`src/rtl/board_ctrl_pkg.sv`:
```
// board_ctrl_pkg: shared switch-field offsets and rate/period helpers for the
// front-panel controller.
//   GO_BIT / CRST_BIT / RATE_BIT / OP_LSB : bit positions inside the sw bus
//   rate_w(n)      : width of a rate index for n selectable rates
//   period(b,k,s)  : tick period in clk cycles at rate k
package board_ctrl_pkg;

  localparam int GO_BIT   = 0;
  localparam int CRST_BIT = 1;
  localparam int RATE_BIT = 2;
  localparam int OP_LSB   = 3;

  function automatic int unsigned rate_w(int unsigned n);
    return (n > 1) ? $clog2(n) : 1;
  endfunction

  // Each rate step divides the period by 2**shift.
  function automatic int unsigned period(int unsigned base, int unsigned k,
                                         int unsigned shift);
    return base >> (k * shift);
  endfunction

endpackage

```
`src/rtl/board_ctrl_sync_debounce.sv`:
```
// sync_debounce: 2-flop synchroniser followed by a stability filter.
//   clk_i, rst_i : clock, synchronous active-high reset
//   din_i        : raw asynchronous input
//   level_o      : debounced level
//   rise_o       : one-cycle pulse in the first cycle level_o reads 1
// The debounced level only follows the synced input after it has differed
// from the current level for DB_CYCLES consecutive cycles.
module sync_debounce #(
  parameter int unsigned DB_CYCLES = 1_000_000
) (
  input  logic clk_i,
  input  logic rst_i,
  input  logic din_i,
  output logic level_o,
  output logic rise_o
);

  localparam int DB_W = (DB_CYCLES > 1) ? $clog2(DB_CYCLES) : 1;

  logic            s1_q, s2_q;
  logic            db_q, db_d;
  logic            rise_q, rise_d;
  logic [DB_W-1:0] cnt_q, cnt_d;

  always_comb begin
    db_d   = db_q;
    cnt_d  = '0;
    rise_d = 1'b0;
    // Any cycle where the synced input agrees with the level restarts the run.
    if (s2_q != db_q) begin
      if (cnt_q == DB_W'(DB_CYCLES - 1)) begin
        db_d   = s2_q;
        rise_d = s2_q;
      end else begin
        cnt_d = cnt_q + 1'b1;
      end
    end
  end

  always_ff @(posedge clk_i) begin
    if (rst_i) begin
      s1_q   <= 1'b0;
      s2_q   <= 1'b0;
      db_q   <= 1'b0;
      cnt_q  <= '0;
      rise_q <= 1'b0;
    end else begin
      s1_q   <= din_i;
      s2_q   <= s1_q;
      db_q   <= db_d;
      cnt_q  <= cnt_d;
      rise_q <= rise_d;
    end
  end

  assign level_o = db_q;
  assign rise_o  = rise_q;

endmodule

```
`src/rtl/board_ctrl.sv`:
```
// board_ctrl: front-panel controller producing the CPU clock-enable.
//   clk, rst          : clock, synchronous active-high reset
//   sw                : {ram_display_addr, display_op, rate, cpu_rst, go} raw
//   step_btn          : raw single-step button
//   tick              : registered one-cycle CPU clock-enable
//   running, cpu_rst  : synchronised go / CPU-reset levels
//   rate_sel          : current rate index
//   display_op, ram_display_addr : synchronised display selectors
module board_ctrl
  import board_ctrl_pkg::*;
#(
  parameter int unsigned BASE_DIV   = 10_000_000,
  parameter int unsigned NUM_RATES  = 4,
  parameter int unsigned RATE_SHIFT = 1,
  parameter int unsigned DB_CYCLES  = 1_000_000,
  parameter int unsigned OP_W       = 3,
  parameter int unsigned ADDR_W     = 10
) (
  input  logic                           clk,
  input  logic                           rst,
  input  logic [2+OP_W+ADDR_W:0]         sw,
  input  logic                           step_btn,
  output logic                           tick,
  output logic                           running,
  output logic                           cpu_rst,
  output logic [rate_w(NUM_RATES)-1:0]   rate_sel,
  output logic [OP_W-1:0]                display_op,
  output logic [ADDR_W-1:0]              ram_display_addr
);

  localparam int RATE_W = rate_w(NUM_RATES);
  localparam int LVL_W  = 2 + OP_W + ADDR_W;
  localparam int CNT_W  = $clog2(BASE_DIV + 1);

  if (period(BASE_DIV, NUM_RATES - 1, RATE_SHIFT) < 2) begin : g_bad_cfg
    $error("board_ctrl: fastest tick period must be at least 2 clk cycles");
  end

  // Plain level synchronisers: go, cpu reset and the display selectors.
  logic [LVL_W-1:0] lvl_raw, lvl_s1_q, lvl_s2_q;

  assign lvl_raw = {sw[OP_LSB +: OP_W+ADDR_W], sw[CRST_BIT], sw[GO_BIT]};

  always_ff @(posedge clk) begin
    if (rst) begin
      lvl_s1_q <= '0;
      lvl_s2_q <= '0;
    end else begin
      lvl_s1_q <= lvl_raw;
      lvl_s2_q <= lvl_s1_q;
    end
  end

  assign running          = lvl_s2_q[0];
  assign cpu_rst          = lvl_s2_q[1];
  assign display_op       = lvl_s2_q[2 +: OP_W];
  assign ram_display_addr = lvl_s2_q[2+OP_W +: ADDR_W];

  // Debounced rate-step switch and single-step button.
  logic rate_rise, step_rise;
  logic unused_rate_lvl, unused_step_lvl;

  sync_debounce #(.DB_CYCLES(DB_CYCLES)) u_rate_db (
    .clk_i   (clk),
    .rst_i   (rst),
    .din_i   (sw[RATE_BIT]),
    .level_o (unused_rate_lvl),
    .rise_o  (rate_rise)
  );

  sync_debounce #(.DB_CYCLES(DB_CYCLES)) u_step_db (
    .clk_i   (clk),
    .rst_i   (rst),
    .din_i   (step_btn),
    .level_o (unused_step_lvl),
    .rise_o  (step_rise)
  );

  // Rate select, divider and tick generation.
  logic [RATE_W-1:0] rate_q, rate_d;
  logic [CNT_W-1:0]  cnt_q, cnt_d, term;
  logic              tick_q, tick_d;

  assign term = CNT_W'(period(BASE_DIV, 32'(rate_q), RATE_SHIFT) - 1);

  always_comb begin
    rate_d = rate_q;
    cnt_d  = '0;
    tick_d = 1'b0;
    if (rate_rise)
      rate_d = (rate_q == RATE_W'(NUM_RATES - 1)) ? '0 : rate_q + 1'b1;
    if (cpu_rst) begin
      // CPU held in reset: count parked at 0, steps dropped.
      tick_d = 1'b0;
    end else if (running) begin
      // A rate change pre-empts a terminal count so the new period starts clean.
      if (rate_rise) begin
        cnt_d = '0;
      end else if (cnt_q == term) begin
        cnt_d  = '0;
        tick_d = 1'b1;
      end else begin
        cnt_d = cnt_q + 1'b1;
      end
    end else begin
      tick_d = step_rise;
    end
  end

  always_ff @(posedge clk) begin
    if (rst) begin
      rate_q <= '0;
      cnt_q  <= '0;
      tick_q <= 1'b0;
    end else begin
      rate_q <= rate_d;
      cnt_q  <= cnt_d;
      tick_q <= tick_d;
    end
  end

  assign tick     = tick_q;
  assign rate_sel = rate_q;

endmodule

```
`config.mk`:
```
export PLATFORM = sky130hd
export DESIGN_NAME = board_ctrl
export DESIGN_NICKNAME = d
export VERILOG_FILES = /design/src/rtl/board_ctrl_pkg.sv /design/src/rtl/board_ctrl_sync_debounce.sv /design/src/rtl/board_ctrl.sv
export SDC_FILE = /design/constraint.sdc
export NUM_CORES = 1
export LEC_CHECK = 0
export BUFFER_PORTS_ARGS = -buffer_cell sky130_fd_sc_hd__buf_2
export CAP_MARGIN = 20
export CORE_MARGIN = 1.5
export CORE_UTILIZATION = 53
export CTS_CLUSTER_DIAMETER = 30
export DETAILED_ROUTE_END_ITERATION = 8
export GPL_ROUTABILITY_DRIVEN = 0
export PLACE_DENSITY = 0.83
export SLEW_MARGIN = 0
export SYNTH_ARGS = -nofsm -noshare
export SYNTH_HDL_FRONTEND = slang
export SYNTH_SLANG_ARGS = --single-unit
```
`constraint.sdc`:
```
create_clock -name clk -period 2.19 [get_ports clk]
set_clock_uncertainty 0.05 [all_clocks]
set_input_delay 0.1095 -clock clk [delete_from_list [all_inputs] [get_ports clk]]
set_output_delay 0.1095 -clock clk [all_outputs]
set_load 0.05 [all_outputs]
```
### Word level (Yosys, flattened, before mapping)

Cells that the tools add are included.

* flip-flop bits (word level): 105
* bits in latches: 0
* RAM bits: 0
* memory bits (read-only): 0
* input port bits: 19
* output and inout bits: 18
* memories kept: 0

* add/sub/neg operators: 5
* multipliers: 0
* divide/modulo/power cells: 0
* $lt $le $gt $ge: 0
* equality and inequality tests: 6
* shift-type cells: 1
* muxes and demuxes: 4
* bitwise logic cells: 5
* reduce and logical (&&, ||, !) cells: 8

Operators by type and width (count)
* adder 20 x 1 -> 20 bit, second input constant: 2
* == test 20 bit, second input constant: 2
* adder 24 x 1 -> 24 bit, second input constant: 1
* == test 24 bit: 1
* >> shifter 24 x 2 -> 24 bit, first input constant: 1
* subtractor 24 x 1 -> 24 bit, second input constant: 1
* OR reduction 3 bit: 4
* NOT 1 bit: 5
* OR reduction 5 bit: 1
* AND reduction 2 bit: 2
* two-way mux 1 bit: 3
* adder 2 x 1 -> 2 bit, second input constant: 1
* == test 2 bit, second input constant: 1
* two-way mux 2 bit: 1
* inequality test 1 bit: 2
* OR reduction 2 bit: 1

### Depth between registers and ports, before layout

Gate-level depths: netlist of run 1.

* depth after elaboration: 6
* gate-level depth with buffers: 8

### Cells and area by module

A second synthesis of run 1 with hierarchy kept.

* cell total of the unflattened synthesis: 467
* area total of the unflattened synthesis: 4440.5 µm²

By module, submodules not included
* board_ctrl: times used 1, cells an instance 231, area an instance 2308.5 µm², sequential area each 1141.1 µm²
* sync_debounce: times used 2, cells an instance 118, area an instance 1066.0 µm², sequential area each 480.5 µm²

### Worst setup path after synthesis of run 1

Ideal clock, no wire load.

* path kind: register to register
* start point: reg rate_q[0] (netlist: rate_sel[0])
* end point: reg cnt_q[19]
* arrival time: 2311 ps
* setup slack: -285 ps
* cell stages (with the launch flop): 9
* path buffers: 1
* path through: dfxtp_1 -> inv_1 -> ha_1 -> nor3b_1 -> nand3_1 -> a2111o_1 -> o21bai_4 -> buf_6 -> nor2_1

* longest elaborated chain between the ends: 4

RTL lines
* start: declaration: line board_ctrl.sv:80 `logic [RATE_W-1:0] rate_q, rate_d;`
* start signal: assignment: line board_ctrl.sv:116 `rate_q <= rate_d;`
* >> shifter 24 x 2 -> 24 bit: line board_ctrl_pkg.sv:20 `return base >> (k * shift);`
* subtractor 24 x 1 -> 24 bit: line board_ctrl.sv:84 `assign term = CNT_W'(period(BASE_DIV, 32'(rate_q), RATE_SHIFT) - 1);`
* == test 24 bit: line board_ctrl.sv:99 `end else if (cnt_q == term) begin`
* OR reduction 5 bit (no line)
* end signal: assignment: line board_ctrl.sv:117 `cnt_q <= cnt_d;`
* end: declaration: line board_ctrl.sv:81 `logic [CNT_W-1:0] cnt_q, cnt_d, term;`

No other way between the ends.
A chain may end at the register's enable or synchronous reset.

### Final worst setup path of run 1

* start point: reg rate_q[0] (netlist: rate_sel[0])
* end point: reg cnt_q[20]

Same word-level chain as after synthesis.

==> qor.csv, run 1 <==
stage,metric,value,unit
run_status,status,completed,
clocking,clock root buffer,clkbuf_8,
routing,Pre-Repair DR Iteration Count,4,
final_layout,"commonest non-fill, non-tap cell in the layout",dfxtp_1,
power_and_ir_drop,Internal,2450,uW
clocking,Post-CTS Setup Repair Bufs,0,
clocking,CTS tree,built,
power_and_ir_drop,Worst VDD drop,0.000646,V
synthesis,sequential share of the synthesized area,50.4,%
global_route,total grt overflow,0,
setup_path,biggest cell delay along the critical path,0.49,ns
clocking,Num CTS Buffers,9,
global_route,via count of the first global-routing pass,3093,
power_and_ir_drop,Sw Ratio,24.7,%
routing,Final ANT Viol Nets,0,
timing,max-slew violation count,0,
synthesis,post-synthesis register bit count,105,
timing,crit share post-route,96.8,%
final_layout,antenna diode count,0,
global_route,first-pass GRT wire length,13600,um
global_route,total track usage,20.1,%
synthesis,Ys Warns,0,
routing,drt drc,0,
power_and_ir_drop,Psw,803,uW
floorplan,core area,7690,um^2
timing,worst hold slack,0.401,ns
setup_path,CP Buf/Inv Count,2,
floorplan,row count,32,
clocking,Sink Count,105,
synthesis,Mean Syn Cell Area,9.37,um^2
final_layout,most frequent cells in the layout,"dfxtp_1 (103), nor2_1 (90), buf_2 (36)",
timing,Final setup viols,0,
setup_path,crit end category,register,
power_and_ir_drop,leak pwr,0.00172,uW
setup_path,cell family with most CP delay,compound AO/OA/AOI/OAI gates,
synthesis,Post-Syn Area,4170,um^2
timing,crit path time final,2.12,ns
synthesis,Main synth FF type,dfxtp_1,
final_layout,Register Area,2110,um^2
floorplan,starting density of the core,54.3,%
clocking,htree depth,3,
power_and_ir_drop,total power divided by cell area,669,nW/um^2
routing,WL/cell,13.1,um
setup_path,CP Launch Type,register,
floorplan,full die area,8410,um^2
placement,IO Port Bufs,36,
routing,DRT iter0 DRCs,96,
hold_path,Hold Crit Class,register to register,
power_and_ir_drop,Clock power frac,35.8,%
power_and_ir_drop,Flop pwr share,59.8,%
setup_path,crit-path max FO,23,
final_layout,nets,531,
setup_path,slowest CP cell,a2111o_1,
clocking,clk_lat worst skew,0.37,ns
setup_path,crit path from,rate_sel[0],
setup_path,critical path cell sequence,inv_1 > ha_4 > nor3b_1 > nand3_1 > a2111o_1 > o21bai_4 > buf_12 > nor2_1,
final_layout,fraction of layout instances using a drive strength above 1,12.4,%
clocking,CTS max path bufs,2,
clocking,clock-pin slew on the worst setup and hold paths,0.11,ns
synthesis,"EDFF count, synth",0,
synthesis,Syn Nets,472,
global_route,initial antenna violation count,0,
power_and_ir_drop,PnR Total Power,3250,uW
setup_path,WS Path Type,register to register,
final_layout,FILL cells,644,
final_layout,area grow syn2layout,16.6,%
final_layout,multi-input logic area,1970,um^2
setup_path,Worst EP required,2.39,ns
global_route,largest net degree at the start of global routing,34,
final_layout,Finished Core Util,63.2,%
timing,Slew HR,54.5,%
synthesis,Synth Instances,445,
routing,Routed WL,8030,um
timing,Fin. Hold Viols,0,
synthesis,async set-reset flop share out of synthesis,0,%
synthesis,unique cell type count in the Yosys netlist,34,
hold_path,source of the worst hold timing path,lvl_s1_q[10],
routing,routed vias,3151,
floorplan,IO Pins,37,
final_layout,fin cells,611,
placement,number of cells in the design after placement,577,
setup_path,worst r2r src,rate_sel[0],
routing,vias per inst,5.16,
placement,Final HPWL DP,5220,um
job,Max Cap Violations,0,
power_and_ir_drop,power share of the combinational group,4.4,%
timing,Peak Freq,0.472,GHz
floorplan,die height,91.7,um
floorplan,width of the die,91.7,um
timing,Worst Tran Pin Value,0.683,ns
setup_path,critical path arrival,2.33,ns
==> layout make-up <==
type                    instances  share of cell area (%)
clock inverters                 6                    1.44
inverters                      12                   0.926
flip-flops and latches        105                    43.4
clock buffers                  10                    2.62
well taps                     102                    2.62
repair buffers                 59                    8.44
multi-input cells             317                    40.6
==> worst paths after layout <==
check,to,slack (ns),cells after the start
worst max-delay path,cnt_q[20],0.07,8
worst min-delay path,lvl_s2_q[10],0.40,1
worst max register to register,cnt_q[20],0.07,8
worst min register to register,lvl_s2_q[10],0.40,1
==> sequential cells by signal, summed over array words and instances, names as in the netlist <==
signal	cells
u_rate_db.cnt_q	20
lvl_s1_q	15
u_rate_db.rise_o	1
u_rate_db.level_o	1
u_step_db.level_o	1
lvl_s2_q	15
u_rate_db.s1_q	1
u_step_db.rise_o	1
u_rate_db.s2_q	1
cnt_q	24
rate_sel	2
u_step_db.s1_q	1
u_step_db.cnt_q	20
tick	1
u_step_db.s2_q	1
==> cells in the mapped netlist, drive strengths merged (2+ instances only) <==
cell type    n  area share (%)
nor2        90             8.1
nor4        10             1.6
nor3b        2            0.36
or3          4            0.72
mux2i        5             1.2
xnor2       31             6.5
and4b        2            0.48
ha           8             2.4
dfxtp      105              50
and3        11             1.6
nor3        10             1.2
and4         4            0.84
nand3b       2            0.36
inv         12             1.1
clkbuf       4            0.36
buf          7             1.2
nor2b       34             5.1
xor2        33             6.9
nand4       13             1.9
nand3       31             3.7
nand2       17             1.5
nor4b        2            0.42
==> power by group through the flow <==
stage | clock [uW] | combinational (uW) | sequential [uW]
after floorplan | 0 | 42.7 | 2030
after global placement | 0 | 114 | 1990
after detailed placement | 0 | 116 | 1990
after CTS | 1190 | 141 | 1950
after global routing | 1260 | 154 | 1950
final | 1170 | 144 | 1950
==> metrics by stage <==
stage / setup slack (ns) / cell area (um^2) / TNS (ns)
after floorplan: 0.0422 / 4180 / 0
after global placement: 0.119 / 4470 / 0
after detailed placement: 0.0296 / 4470 / 0
after CTS: 0.0386 / 4850 / 0
after global routing: -0.0116 / 4860 / -0.0259
final: 0.0694 / 4860 / 0
==> what timing repair did <==
| item | CTS | global route |
|---|---|---|
| gates resized for setup | 0 | 1 |
| setup endpoints to repair | 1 | 22 |
| hold endpoints to repair | 22 | 0 |
| hold buffers | 18 | 0 |
| pin swaps | 1 | 1 |
==> layer usage <==
metal	track usage (%)	wire length, um
met4	6.41	123
met5	0	0
met2	35.0	4000
met3	7.30	507
met1	22.7	3400
==> cells by family (layout without fill, tap and decap cells) <==
family                     count (synthesis)  count (layout)  synth area share, %
adders and majority gates                  8               8                 2.40
DFF                                      105             105                 50.4
and+or+nand+nor                          235             235                 28.6
xor gates and xnor gates                  64              64                 13.4
buffers and inverters                     23              87                 2.64
AOI/OAI and AO/OA                          5               5                 1.29
muxes                                      5               5                 1.20
(Power assumes the default switching activity.)
==> run 2: changes to the inputs <==
- CORE_UTILIZATION: 53 -> 55
- CTS_BUF_LIST: default -> sky130_fd_sc_hd__clkbuf_8
- PLACE_DENSITY: 0.83 -> 0.85
==> run 2 against run 1 <==
  * Flip-flop and latch count unchanged
  * Maximum frequency increased by 1.1%
  * Critical path type unchanged
  * Total power increased by 3.4%
  * Hold slack got worse by 0.39 ns
  * Clock power increased by 9%
  * Wire length increased by 2.0%
  * Via count about the same
  * Clock-buffer cell count decreased by 1
  * Register-to-register slack improved by 0.02 ns
  * Final area decreased by 0.26%
  * Sequential share of layout area increased by 0.11 points
==> qor.csv, run 2 (synthesis gave the netlist of run 1 again) <==
stage,metric,value,unit
run_status,status,completed,
power_and_ir_drop,Worst VDD drop,0.000614,V
timing,setup TNS,0,ns
global_route,total track usage,21.4,%
final_layout,fin cells,607,
clocking,clock-pin slew on the worst setup and hold paths,0.10,ns
global_route,met3 Usage GRT,5.67,%
timing,RSZ-0062 raised after global routing,false,
final_layout,antenna diode count,0,
routing,DRT iter0 DRCs,144,
setup_path,crit-path max FO,12,
floorplan,core area,7290,um^2
floorplan,IO Pins,37,
clocking,htree depth,3,
global_route,global routing usage on met2,39.3,%
timing,Fin. Hold Viols,0,
timing,Worst Tran Pin Value,0.680,ns
global_route,first-pass GRT wire length,13800,um
hold_path,Hold Crit Class,input pin to register,
routing,routed vias,3149,
setup_path,slowest CP cell,a2111o_1,
setup_path,CP Buf/Inv Count,2,
setup_path,Worst EP required,2.39,ns
setup_path,biggest cell delay along the critical path,0.48,ns
timing,Final setup viols,0,
timing,Peak Freq,0.477,GHz
clocking,CTS max path bufs,2,
final_layout,Largest Register,cnt_q,
placement,IO Port Bufs,36,
floorplan,width of the die,90.1,um
clocking,clock root buffer,clkbuf_8,
final_layout,fraction of layout instances using a drive strength above 1,12.4,%
power_and_ir_drop,total power divided by cell area,694,nW/um^2
final_layout,nets,531,
job,Max Cap Violations,0,
routing,Routed WL,8200,um
routing,Final ANT Viol Nets,0,
routing,Pre-Repair DR Iteration Count,4,
floorplan,die height,90.1,um
placement,Final HPWL DP,5220,um
final_layout,"commonest non-fill, non-tap cell in the layout",dfxtp_1,
setup_path,WS Path Type,register to register,
placement,number of cells in the design after placement,575,
setup_path,crit end category,register,
setup_path,CP Launch Type,register,
floorplan,starting density of the core,57.2,%
clocking,CTS tree,built,
clocking,Sink Count,105,
floorplan,row count,31,
timing,Slew HR,54.7,%
final_layout,most frequent cells in the layout,"dfxtp_1 (103), nor2_1 (90), buf_2 (36)",
clocking,Num CTS Buffers,9,
routing,drt drc,0,
final_layout,FILL cells,577,
timing,max-slew violation count,0,
setup_path,critical path arrival,2.30,ns
setup_path,cell family with most CP delay,compound AO/OA/AOI/OAI gates,
timing,crit path time final,2.10,ns
global_route,met1 usage,23.7,%
global_route,largest net degree at the start of global routing,35,
setup_path,critical path cell sequence,inv_1 > ha_2 > nor3b_2 > nand3_1 > a2111o_1 > o21bai_4 > buf_4 > nor2_1,
clocking,clk_lat worst skew,0.36,ns
power_and_ir_drop,leak pwr,0.00173,uW
routing,WL/cell,13.5,um
routing,vias per inst,5.19,
floorplan,full die area,8120,um^2
clocking,Post-CTS Setup Repair Bufs,0,
global_route,total grt overflow,0,
final_layout,max FFs per register,24,
final_layout,Regs by FF count,"cnt_q x24, u_rate_db.cnt_q x20, u_step_db.cnt_q x20",
global_route,GR peak layer,met2,
global_route,via count of the first global-routing pass,3038,
timing,crit share post-route,95.8,%
global_route,initial antenna violation count,0,
final_layout,area grow syn2layout,16.3,%
## run 2: cell count changes in the layout (fill, tap and decap cells not counted), sizes merged
cell,previous run,this run
buf,41,42
inv,16,15
clkinv,2,1
bufinv,0,2
clkbuf,10,9
dlygate4sd3,18,17
## run 2: what timing repair did
| item | in CTS | in global routing |
|---|---|---|
| resized for setup | 0 | 2 |
| hold buffers | 17 | 0 |
| hold endpoints to repair | 17 | 0 |
| setup endpoints to repair | 0 | 24 |
## run 2: layout make-up
cell class	instances	area (um^2)	area share, %
Timing Repair Buffer	59	395	8.15
Tap cell	99	124	2.55
Multi-Input combinational cell	317	1970	40.6
Clock buffer	9	124	2.55
Sequential cell	105	2110	43.5
Inverter	12	45.0	0.929
Clock inverter	6	85.1	1.75
## run 2: where the power goes
| part | switching [uW] | internal [uW] |
|---|---|---|
| sequential | 9.57 | 1940 |
| combinational | 83.4 | 59.9 |
| clock | 639 | 637 |
## run 2: final timing paths
path / from / end / slack [ns] / cells past startpoint
worst max-delay path: rate_sel[0] / cnt_q[19] / 0.09 / 8
worst min-delay path: rst / u_step_db.level_o / 0.01 / 2
worst max register to register: rate_sel[0] / cnt_q[19] / 0.09 / 8
worst min register to register: lvl_s1_q[10] / lvl_s2_q[10] / 0.39 / 1
## run 2: metrics by stage
stage | utilization [%] | setup slack, ns | area, um^2 | hold WS [ns] | total power (uW)
5_1_grt | 66.5 | 0.00125 | 4850 | 0.00825 | 3470
4_1_cts | 66.4 | 0.0168 | 4840 | 0.00572 | 3370
3_5_place_dp | 61.2 | 0.0335 | 4460 | 0.275 | 2110
3_3_place_gp | 61.2 | 0.120 | 4460 | 0.266 | 2100
6_report | 66.5 | 0.0927 | 4850 | 0.0132 | 3360
2_1_floorplan | - | 0.0422 | 4180 | 0.188 | 2070
## run 2: layer usage
metal  vias up  share of wire [%]
met1      1484                 43
met5         -                  0
met3         7                5.0
li1       1588                  -
met4         0                1.4
met2        70                 50
==> run 3: changes to the inputs <==
- PLACE_DENSITY: 0.85 -> 0.73
==> run 3 against run 2 <==
  * Final cell count rose by 0.16%
  * Clock-buffer cell count did not move
  * Die area did not move
  * Worst setup slack got worse by 0.0029 ns
  * Global-route usage fell by 1.6 points
  * Utilization rose by 0.14 points
  * Combinational power barely moved
  * Via count fell by 2.4%
  * Critical path depth did not move
  * Maximum frequency fell by 0.14%
  * Critical endpoint is now cnt_q[9]
==> qor.csv, run 3 (synthesis gave the netlist of run 1 again) <==
stage,metric,value,unit
global_route,initial antenna violation count,0,
hold_path,source of the worst hold timing path,lvl_s1_q[4],
placement,number of cells in the design after placement,574,
clocking,Post-CTS Setup Repair Bufs,0,
routing,DRT iter0 DRCs,113,
setup_path,critical path cell sequence,inv_1 > ha_1 > nor3b_2 > nand3_1 > a2111o_1 > o21bai_4 > buf_12 > nor2_1,
setup_path,WS Path Type,register to register,
power_and_ir_drop,leak pwr,0.00173,uW
setup_path,crit-path max FO,23,
placement,IO Port Bufs,36,
setup_path,Critical R2R Capture,cnt_q[9],
global_route,total grt overflow,0,
routing,routed vias,3073,
global_route,first-pass GRT wire length,13200,um
clocking,Sink Count,105,
setup_path,critical path arrival,2.31,ns
power_and_ir_drop,Sw Ratio,24.8,%
final_layout,Largest Register,cnt_q,
clocking,Num CTS Buffers,9,
final_layout,max FFs per register,24,
floorplan,IO Pins,37,
floorplan,full die area,8120,um^2
routing,drt drc,0,
power_and_ir_drop,Flop pwr share,59.5,%
setup_path,slowest CP cell,a2111o_1,
setup_path,Worst EP required,2.40,ns
floorplan,starting density of the core,57.2,%
global_route,total track usage,19.8,%
hold_path,Hold Crit Class,register to register,
floorplan,row count,31,
timing,final setup margin,0.0898,ns
placement,Final HPWL DP,4960,um
timing,Final setup viols,0,
clocking,htree depth,3,
final_layout,Register Area,2110,um^2
clocking,CTS tree,built,
clocking,clock-pin slew on the worst setup and hold paths,0.10,ns
routing,Final ANT Viol Nets,0,
clocking,CTS max path bufs,2,
hold_path,WHS Endpoint,lvl_s2_q[4],
placement,pre-CTS setup slack,0.0839,ns
timing,crit path time final,2.10,ns
final_layout,"commonest non-fill, non-tap cell in the layout",dfxtp_1,
routing,Pre-Repair DR Iteration Count,4,
timing,Peak Freq,0.476,GHz
clocking,clock root buffer,clkbuf_8,
hold_path,Worst Hold Depth,1,
final_layout,multi-input logic area,1960,um^2
power_and_ir_drop,Internal,2460,uW
run_status,status,completed,
floorplan,die height,90.1,um
final_layout,Regs by FF count,"cnt_q x24, u_rate_db.cnt_q x20, u_step_db.cnt_q x20",
power_and_ir_drop,Psw,811,uW
final_layout,most frequent cells in the layout,"dfxtp_1 (103), nor2_1 (90), buf_2 (36)",
final_layout,Final Cell Area,4860,um^2
setup_path,r2r worst-path depth,8,
timing,max-slew violation count,0,
final_layout,nets,531,
final_layout,area grow syn2layout,16.5,%
power_and_ir_drop,power share of the combinational group,4.3,%
final_layout,Finished Core Util,66.6,%
setup_path,CP Launch Type,register,
timing,crit share post-route,95.9,%
global_route,largest net degree at the start of global routing,32,
power_and_ir_drop,PnR Total Power,3270,uW
routing,WL/cell,12.3,um
global_route,via count of the first global-routing pass,3031,
power_and_ir_drop,total power divided by cell area,672,nW/um^2
power_and_ir_drop,Worst VDD drop,0.000427,V
clocking,clk_lat worst skew,0.37,ns
final_layout,FILL cells,629,
final_layout,antenna diode count,0,
timing,Worst Tran Pin Value,0.631,ns
final_layout,fin cells,608,
final_layout,fraction of layout instances using a drive strength above 1,12.6,%
setup_path,crit end category,register,
setup_path,biggest cell delay along the critical path,0.42,ns
routing,vias per inst,5.05,
floorplan,width of the die,90.1,um
routing,Routed WL,7500,um
power_and_ir_drop,Clock power frac,36.2,%
placement,dpl cell area,4470,um^2
job,Max Cap Violations,0,
timing,Fin. Hold Viols,0,
setup_path,R2R Setup Slk,0.09,ns
setup_path,worst r2r src,rate_sel[0],
floorplan,core area,7290,um^2
timing,Slew HR,57.9,%
## run 3: changes by cell type in the layout (fill, tap and decap cells not counted), sizes merged
| cell | change |
|---|---|
| bufinv | -2 |
| clkinv | +2 |
| buf | -1 |
| clkinvlp | +1 |
| dlygate4sd3 | +1 |
## run 3: how the worst max path moves through the flow
stage	startpoint	end	slack, ns	cells past startpoint
2_1_floorplan	rate_sel[0]	cnt_q[19]	0.04	8
3_3_place_gp	rate_sel[0]	cnt_q[18]	0.13	8
3_5_place_dp	rate_sel[0]	cnt_q[9]	0.08	8
4_1_cts	rate_sel[0]	cnt_q[9]	0.06	8
5_1_grt	rate_sel[0]	cnt_q[10]	-0.03	8
6_report	rate_sel[0]	cnt_q[9]	0.09	8
## run 3: worst max-delay path: cells and delay by family, from the launching register on
family / cells / cell delay (ns)
fa+ha+maj: 1 / 0.37
buf+inv: 2 / 0.24
compound gates: 2 / 0.57
simple gates: 3 / 0.39
flops: 1 / 0.39
## run 3: final cells by class
| class | count | area share [%] |
|---|---|---|
| timing repair buffer | 59 | 8.44 |
| clock inverter | 7 | 1.70 |
| clock buffer | 9 | 2.55 |
| multi-input combinational | 317 | 40.4 |
| sequential | 105 | 43.4 |
| inverter | 12 | 0.927 |
| tap | 99 | 2.55 |
## run 3: metal layers
metal / share of wire, % / track usage, %
met4: 1.5 / 7.14
met5: 0 / 0
met2: 48 / 33.3
met1: 46 / 23.4
met3: 5.2 / 6.85
## run 3: through the flow
stage / TNS (ns) / hold slack, ns
global route: -0.302 / 0.411
finish: 0 / 0.395
detailed placement: 0 / 0.272
global placement: 0 / 0.267
floorplan: 0 / 0.188
CTS: 0 / 0.399
## run 3: power by group through the flow
stage	registers, uW	logic (uW)	clock network, uW
floorplan	2030	42.7	0
global placement	1990	114	0
detailed placement	1990	115	0
CTS	1940	140	1220
global route	1950	152	1290
finish	1940	141	1180
## run 3: repair_timing
item | 4_1_cts | 5_1_grt
endpoints found under the hold margin | 21 | 0
gates resized for setup | 0 | 1
hold buffers | 18 | 0
setup endpoints to repair | 0 | 23
